`src/rtl/alu_ctrl_pkg.sv`:
```
// Shared types and constants for the ALU request sequencer/arbiter.
package alu_ctrl_pkg;

    localparam int unsigned OP_W   = 3;
    localparam int unsigned DATA_W = 4;
    localparam int unsigned OP_MAX = 3;
    localparam int unsigned CNT_W  = 4;

    typedef enum logic [1:0] {
        ST_IDLE = 2'd0,
        ST_EXEC = 2'd1,
        ST_RESP = 2'd2
    } state_t;

    typedef struct packed {
        logic [DATA_W-1:0] a;
        logic [DATA_W-1:0] b;
        logic [OP_W-1:0]   sel;
    } alu_req_t;

    function automatic logic op_is_legal(input logic [OP_W-1:0] sel);
        return sel <= OP_W'(OP_MAX);
    endfunction

endpackage

```
`src/rtl/alu_request_arbiter_rr.sv`:
```
// Two-input round-robin grant; last_grant advances only on the update strobe.
module rr_arbiter2 (
    input  logic       clk,
    input  logic       rst,
    input  logic [1:0] i_req,
    input  logic       i_update,
    output logic [1:0] o_grant
);

    logic r_last_grant;

    // Contention goes to the requester that did not win last time.
    always_comb begin
        o_grant = 2'b00;
        case (i_req)
            2'b01:   o_grant = 2'b01;
            2'b10:   o_grant = 2'b10;
            2'b11:   o_grant = r_last_grant ? 2'b01 : 2'b10;
            default: o_grant = 2'b00;
        endcase
    end

    always_ff @(posedge clk or posedge rst) begin
        if (rst) begin
            r_last_grant <= 1'b1;
        end else if (i_update) begin
            r_last_grant <= o_grant[1];
        end
    end

endmodule

```
`src/rtl/alu_request_arbiter.sv`:
```
// Sequences round-robin-arbitrated requests through the ALU and returns
// the sampled result on a single tagged response channel.
module alu_request_arbiter
    import alu_ctrl_pkg::*;
#(
    parameter int unsigned SETTLE_CYCLES = 1
) (
    input  logic              clk,
    input  logic              rst,
    input  logic              req0_valid,
    output logic              req0_ready,
    input  logic [DATA_W-1:0] req0_a,
    input  logic [DATA_W-1:0] req0_b,
    input  logic [OP_W-1:0]   req0_sel,
    input  logic              req1_valid,
    output logic              req1_ready,
    input  logic [DATA_W-1:0] req1_a,
    input  logic [DATA_W-1:0] req1_b,
    input  logic [OP_W-1:0]   req1_sel,
    output logic              rsp_valid,
    input  logic              rsp_ready,
    output logic [DATA_W-1:0] rsp_data,
    output logic              rsp_id,
    output logic              rsp_err,
    output logic [DATA_W-1:0] alu_in_1,
    output logic [DATA_W-1:0] alu_in_2,
    output logic [OP_W-1:0]   alu_sel,
    output logic              alu_en,
    input  logic [DATA_W-1:0] alu_out,
    output logic              busy
);

    localparam logic [CNT_W-1:0] LP_LAST = CNT_W'(SETTLE_CYCLES - 1);

    state_t            r_state;
    logic [CNT_W-1:0]  r_cnt;
    logic [DATA_W-1:0] r_alu_in_1;
    logic [DATA_W-1:0] r_alu_in_2;
    logic [OP_W-1:0]   r_alu_sel;
    logic              r_alu_en;
    logic              r_rsp_valid;
    logic [DATA_W-1:0] r_rsp_data;
    logic              r_rsp_id;
    logic              r_rsp_err;
    logic              r_busy;

    logic [1:0]        w_grant;
    logic              w_idle;
    logic              w_accept;
    logic              w_win_id;
    alu_req_t          w_req;

    rr_arbiter2 u_arb (
        .clk      (clk),
        .rst      (rst),
        .i_req    ({req1_valid, req0_valid}),
        .i_update (w_accept),
        .o_grant  (w_grant)
    );

    // Ready is masked during reset so every output reads 0 while rst is high.
    assign w_idle     = (r_state == ST_IDLE) && !rst;
    assign req0_ready = w_grant[0] && w_idle;
    assign req1_ready = w_grant[1] && w_idle;
    assign w_accept   = req0_ready || req1_ready;
    assign w_win_id   = req1_ready;

    always_comb begin
        w_req = '{a: req0_a, b: req0_b, sel: req0_sel};
        if (w_win_id) begin
            w_req = '{a: req1_a, b: req1_b, sel: req1_sel};
        end
    end

    always_ff @(posedge clk or posedge rst) begin
        if (rst) begin
            r_state     <= ST_IDLE;
            r_cnt       <= '0;
            r_alu_in_1  <= '0;
            r_alu_in_2  <= '0;
            r_alu_sel   <= '0;
            r_alu_en    <= 1'b0;
            r_rsp_valid <= 1'b0;
            r_rsp_data  <= '0;
            r_rsp_id    <= 1'b0;
            r_rsp_err   <= 1'b0;
            r_busy      <= 1'b0;
        end else begin
            case (r_state)
                ST_IDLE: begin
                    if (w_accept) begin
                        r_rsp_id <= w_win_id;
                        r_busy   <= 1'b1;
                        if (op_is_legal(w_req.sel)) begin
                            r_alu_in_1 <= w_req.a;
                            r_alu_in_2 <= w_req.b;
                            r_alu_sel  <= w_req.sel;
                            r_alu_en   <= 1'b1;
                            r_cnt      <= '0;
                            r_state    <= ST_EXEC;
                        end else begin
                            // Illegal opcode bypasses the ALU entirely.
                            r_rsp_err   <= 1'b1;
                            r_rsp_data  <= '0;
                            r_rsp_valid <= 1'b1;
                            r_state     <= ST_RESP;
                        end
                    end
                end
                ST_EXEC: begin
                    if (r_cnt == LP_LAST) begin
                        r_rsp_data  <= alu_out;
                        r_rsp_err   <= 1'b0;
                        r_rsp_valid <= 1'b1;
                        r_alu_en    <= 1'b0;
                        r_state     <= ST_RESP;
                    end else begin
                        r_cnt <= r_cnt + CNT_W'(1);
                    end
                end
                ST_RESP: begin
                    if (rsp_ready) begin
                        r_rsp_valid <= 1'b0;
                        r_busy      <= 1'b0;
                        r_state     <= ST_IDLE;
                    end
                end
                default: begin
                    r_alu_en    <= 1'b0;
                    r_rsp_valid <= 1'b0;
                    r_busy      <= 1'b0;
                    r_state     <= ST_IDLE;
                end
            endcase
        end
    end

    assign alu_in_1  = r_alu_in_1;
    assign alu_in_2  = r_alu_in_2;
    assign alu_sel   = r_alu_sel;
    assign alu_en    = r_alu_en;
    assign rsp_valid = r_rsp_valid;
    assign rsp_data  = r_rsp_data;
    assign rsp_id    = r_rsp_id;
    assign rsp_err   = r_rsp_err;
    assign busy      = r_busy;

endmodule

```
`config.mk`:
```
export PLATFORM = sky130hd
export DESIGN_NAME = alu_request_arbiter
export DESIGN_NICKNAME = d
export VERILOG_FILES = /design/src/rtl/alu_ctrl_pkg.sv /design/src/rtl/alu_request_arbiter_rr.sv /design/src/rtl/alu_request_arbiter.sv
export SDC_FILE = /design/constraint.sdc
export NUM_CORES = 1
export LEC_CHECK = 0
export CAP_MARGIN = 10
export CORE_MARGIN = 10
export CORE_UTILIZATION = 43
export DETAILED_ROUTE_END_ITERATION = 12
export PLACE_DENSITY = 0.89
export SYNTH_ARGS = -nofsm -noshare
export SYNTH_HDL_FRONTEND = slang
export SYNTH_SLANG_ARGS = --single-unit
```
`constraint.sdc`:
```
create_clock -name clk -period 2.1 [get_ports clk]
set_clock_uncertainty 0.1 [all_clocks]
set_input_delay 0.42 -clock clk [delete_from_list [all_inputs] [get_ports clk]]
set_output_delay 0.42 -clock clk [all_outputs]
set_load 0.005 [all_outputs]
```
==> reports/metrics.yaml <==
status:
  status: "finished, final reports clean"
worst_setup_path:
  ff2ff_path_depth: 6
  worstPathRequired_ns: 2.22
  cp.arrival_ns: 2.12
  critPathKind: "reg2reg"
  r2r_start: "r_cnt[0]"
  crit_path_start_kind: "register"
  crit_start: "r_cnt[0]"
  cp-endpoint: "rsp_data[1]"
  r2r_end: "rsp_data[1]"
  ff2ff_setup_slack_ns: 0.1
  crit_fanout: 7
  end_kind: "register"
clock_network:
  clkSinkCount: 27
  clk_path_buf_depth: 2
  clkTransAtPathRegs_ns: 0.14
  clkLatencyLatePin_ns: 0.32
  cts_tree: "yes"
  htreeDepth: 1
  cts_hold_buf: 0
  cts_inserted_buffers: 3
  cts-root-buf: "clkbuf_4"
grt:
  first_global_vias: 1360
  antenna_found_initial: 0
  grt_pass1_wl_microns: 6180
  grt_max_degree: 28
  track_usage_pct: 14.0
  grt_overflow_total: 0
final_layout:
  insertedDiodeCount: 0
  fin_nets: 231
  drive_above_1_share_pct: 13.7
  area_delta_synth_final_pct: 51.5
  fin_util_pct: 67.5
  final_common_cell: "clkdlybuf4s50_1"
  final_cell_mix: "47 x clkdlybuf4s50_1, 26 x dfrtp_1, 17 x nand2_1, 17 x o21ai_0, 15 x buf_4"
pwr:
  p_comb_share_pct: 48.9
  power_mw: 2.20
  power.switching_uw: 774
  p_int_mw: 1.43
  pwr-share-seq_pct: 41.0
  clockPowerShare_pct: 10.1
  p_per_area_mw_per_mm2: 1090
  ir_drop_v: 0.000359
  switching_share_pct: 35.2
  p_leak_nw: 1.00
timing:
  setup_viol_count_final: 0
  finalHoldViolCount: 0
  grt_setup_unrepaired: "no"
  finalCritPeriodShare_pct: 95.3
  slew-limit-headroom_pct: 75.3
  worstMarginPinSlew_ns: 0.370
  fmaxAchievable_mhz: 500
  slew_violations: 0
  min_period_ns: 2.00
drt:
  dr.pass1.iters: 4
  vias_per_cell: 5.33
  vias: 1225
  drc: 0
  drtIter0Drc: 50
  drt_wl_total_microns: 3850
  ant_nets: 0
  wl_per_cell_microns: 16.8
die:
  fp.dieW_microns: 75.8
  die-area_sq_mm: 0.00574
  rows: 20
  ios: 53
  fp.dieH_microns: 75.8
  coreArea_sq_mm: 0.00300
  initial_core_util_pct: 44.5
yosys:
  ys_warn_count: 0
  ys_ff_latch: 27
  ys_types: 34
  async_flop_share_pct: 100
  synth_area_per_cell_sq_um: 10.2
  synth_compound_area_share_pct: 17.4
  synth_fa_ha_area_share_pct: 1.87
  synthMuxAreaShare_pct: 10.1
  ys_seq_area_share_pct: 50.6
  synthesis.area_sq_mm: 0.00134
  synth_edf_count: 0
  syn_inst: 131
  syn_nets: 164
  synth_top_family_by_area: "compound AO/OA/AOI/OAI gates"
  synth_xor_xnor_area_share_pct: 0.655
  synth_top_area_cell: "dfrtp_1"
  ys.flop_type: "dfrtp_1"
  yosys.area_share.simple_pct: 14.1
  synth_area_leaders: "dfrtp_1 49%, mux2i_1 9.0%, o21ai_0 6.4%"
  synth_top_area_share_pct: 48.6
placement:
  portBuffers: 52
  gp_congestion: 0.846
  hpwl_microns: 3160
worst_hold_path:
  min_path_type: "in2async"
flow_run:
  drv_cap: 0
## cell usage after synthesis, drive strengths merged (2+ instances only)
| master | n |
|---|---|
| dfrtp | 26 |
| nand2 | 18 |
| o21ai | 17 |
| mux2i | 12 |
| inv | 11 |
| nor2 | 6 |
| a22o | 4 |
| nand3 | 4 |
| a21oi | 3 |
| buf | 3 |
| a21o | 2 |
| a31oi | 2 |
| clkbuf | 2 |
| ha | 2 |
| nor2b | 2 |
| nor3 | 2 |
## timing repair
action                                  4_1_cts  5_1_grt
endpoints found under the setup margin        9        3
resized for setup                             8        1
pin swaps                                     2        0
buffers inserted                              1        0
## final cells by class
class,instances,area (sq um)
clock buffers,4,26.3
fillers,250,976
inverters,11,41.3
multi-input cells,88,614
flip-flops and latches,27,677
well taps,33,41.3
repair buffers,67,627
## power by group through the flow
| stage | Sequential [mW] | Clock (mW) | Combinational, mW |
|---|---|---|---|
| after global placement | 0.885 | 0 | 1.01 |
| final | 0.902 | 0.221 | 1.08 |
| after CTS | 0.902 | 0.228 | 1.08 |
| after global routing | 0.927 | 0.246 | 1.20 |
| after floorplan | 0.884 | 0 | 0.484 |
| after detailed placement | 0.910 | 0 | 1.06 |
## worst max-delay path, stage by stage, from the launching register on
cell,delay (ns)
dfrtp_1,0.45
inv_1,0.08
ha_1,0.14
or3b_2,0.51
mux2i_4,0.21
o211ai_4,0.15
a22o_1,0.27
## worst min-delay path by stage
stage | to | from | depth (start not counted) | slack (ns)
final | alu_in_1[1] | rst | 3 | 0.29
after global routing | r_cnt[3] | rst | 3 | 0.32
after CTS | r_cnt[3] | rst | 3 | 0.30
after detailed placement | alu_in_2[2] | alu_in_2[2] | 2 | 0.37
after global placement | alu_in_1[3] | alu_in_1[3] | 2 | 0.37
after floorplan | alu_in_1[0] | alu_in_1[0] | 2 | 0.37
## state kept, by name, summed over array words and instances (netlist names)
name,count
rsp_valid,1
rsp_data,4
alu_sel,3
rsp_err,1
alu_in_2,4
rsp_id,1
alu_in_1,4
busy,1
alu_en,1
u_arb.r_last_grant,1
r_cnt,4
r_state,2
## logic make-up (layout without fill, tap and decap cells)
logic type	count (synthesis)	in the layout
AO/OA/AOI/OAI	35	35
XOR/XNOR	1	1
adder cells (fa/ha/maj)	2	2
buffers and inverters	16	82
flip-flops	27	27
multiplexers	13	13
AND/OR/NAND/NOR	37	37
## layer usage
metal / part of all wire, % / wire length [microns] / vias up / global-route usage (%)
met4: 2.9 / 110 / 0 / 8.04
met3: 6.4 / 245 / 8 / 2.86
met2: 53 / 2060 / 43 / 26.9
met5: 0 / 0 / - / 0
li1: - / - / 584 / -
met1: 37 / 1440 / 590 / 13.3
## metrics by stage
stage | std cells | area, sq um | hold WS (ns) | TNS (ns) | setup WS, ns
floorplan | 131 | 1340 | 0.373 | 0 | 0.201
global placement | 225 | 1980 | 0.365 | -3.20 | -0.284
detailed placement | 225 | 1980 | 0.374 | -5.76 | -0.407
CTS | 230 | 2020 | 0.301 | 0 | 0.0357
global route | 230 | 2030 | 0.317 | 0 | 0.0442
finish | 230 | 2030 | 0.285 | 0 | 0.0981
(Power assumes the default switching activity.)
==> patch, RTL diff (same settings) <==
Set the package constant `DATA_W` to 5 (it was 4).
--- a/src/rtl/alu_ctrl_pkg.sv
+++ b/src/rtl/alu_ctrl_pkg.sv
@@ -2,7 +2,7 @@
 package alu_ctrl_pkg;
 
     localparam int unsigned OP_W   = 3;
-    localparam int unsigned DATA_W = 4;
+    localparam int unsigned DATA_W = 5;
     localparam int unsigned OP_MAX = 3;
     localparam int unsigned CNT_W  = 4;
 
Interface: changed (8 resized); port bits go from 53 to 61. The function was not compared with the original's and may differ.
==> patch against the original RTL <==
Design area up 10%; synthesized cell count up 2.3%; synthesized area up 5.7%; wire length up 7.8%; worst setup slack worse by 0.071 ns; sequential cell count up 3; total power up 17%; critical path depth up 1; critical endpoint is now rsp_data[0].
==> patch: results (changes against the original RTL) <==
total number of vias -> 1323 (was 1225)
Num CTS Buffers -> 5 (was 3)
H-tree Lvls -> 2 (was 1)
hold slack final -> 0.3252 ns (was 0.2851 ns)
layout cell share with drive strength beyond 1 -> 0.1698 (was 0.1371)
Place WS -> -0.3426 ns (was -0.4073 ns)
fill count -> 245 (was 250)
peak supply drop -> 0.5784 mV (was 0.3591 mV)
initial antenna violation count -> 1 (was 0)
postcts setup bufs -> 0 (was 1)
Reg-to-Reg Start -> r_state[1] (was r_cnt[0])
Total Wirelength -> 4.153 mm (was 3.854 mm)
status -> finished, final reports clean (unchanged)
pin count of the biggest net entering global routing -> 29 (was 28)
# port buffers -> 60 (was 52)
hpwl dp -> 3.298 mm (was 3.160 mm)
reg2reg path depth -> 7 (was 6)
Crit Path Max Fanout -> 8 (was 7)
Pleak -> 1.067 nW (was 1.001 nW)
drt initial violations -> 44 (was 50)
dpl cell area -> 2163 sq um (was 1976 sq um)
Layout Nets -> 249 (was 231)
top cells by area, synth -> dfrtp_1 (51%), mux2i_1 (8.5%), o21ai_0 (6.4%) (was dfrtp_1 (49%), mux2i_1 (9.0%), o21ai_0 (6.4%))
Post-synth ARST share -> 1.000 (unchanged)
Synth Instances -> 134 (was 131)
RR Endpoint -> rsp_data[0] (was rsp_data[1])
first-pass GRT wire length -> 6.844 mm (was 6.182 mm)
Post-Layout Cell Count -> 257 (was 230)
most instantiated cells after synthesis -> dfrtp_1 (29), nand2_1 (21), o21ai_0 (18) (was dfrtp_1 (26), nand2_1 (17), o21ai_0 (17))
## patch: how the worst max path moves through the flow
stage | from | to | slack, ns
detailed placement | rst | req0_ready | -0.34
finish | req1_valid | rsp_data[0] | 0.03
global placement | rst | req0_ready | -0.30
floorplan | r_state[1] | r_cnt[3] | 0.34
CTS | req1_valid | req0_ready | 0.07
global route | req1_valid | rsp_data[2] | -0.03
## patch: where the power goes
part           switching [mW]  internal [mW]  total (mW)
clock                   0.203          0.127       0.330
combinational           0.545          0.709        1.25
sequential              0.161          0.835       0.996
total                   0.909           1.67        2.58
## patch: metal layers
metal	global-route usage	wire length (um)	part of all wire
met1	0.1414	1594	0.38
met2	0.2224	1886	0.45
met4	0.05292	125	0.030
met3	0.09677	545	0.13
met5	0	0	0
## patch: cell families (layout without fill, tap and decap cells)
kind of cell	Yosys count	count (layout)	synth area share
AND/OR/NAND/NOR	42	42	0.1549
AO/OA/AOI/OAI	36	36	0.1726
flip-flops	30	30	0.5319
multiplexers	12	12	0.08496
buffers and inverters	12	90	0.03805
adder cells (fa/ha/maj)	2	2	0.01770
other	0	1	0
## patch: what timing repair did
action / 4_1_cts / 5_1_grt
hold endpoints to repair: 0 / 0
resized for setup: 8 / 3
endpoints found under the setup margin: 2 / 6
pin swaps: 1 / 0
## patch: worst max-delay path, cell delays in order
cell and delay (ns):
clkdlybuf4s50_1 0.48, buf_4 0.13, a21bo_2 0.24, nor4b_2 0.27, a211o_1 0.18, o211ai_2 0.19
a22o_1 0.28
## patch: final cells by class
class / count / area, sq um / area share
diodes: 1 / 2.502 / 0.001118
clock buffers: 6 / 41.29 / 0.01845
clock inverters: 2 / 10.01 / 0.004472
inverters: 8 / 30.03 / 0.01342
multi-input cells: 92 / 629.4 / 0.2812
flip-flops and latches: 30 / 752.0 / 0.3359
well taps: 44 / 55.05 / 0.02459
repair buffers: 74 / 718.2 / 0.3208
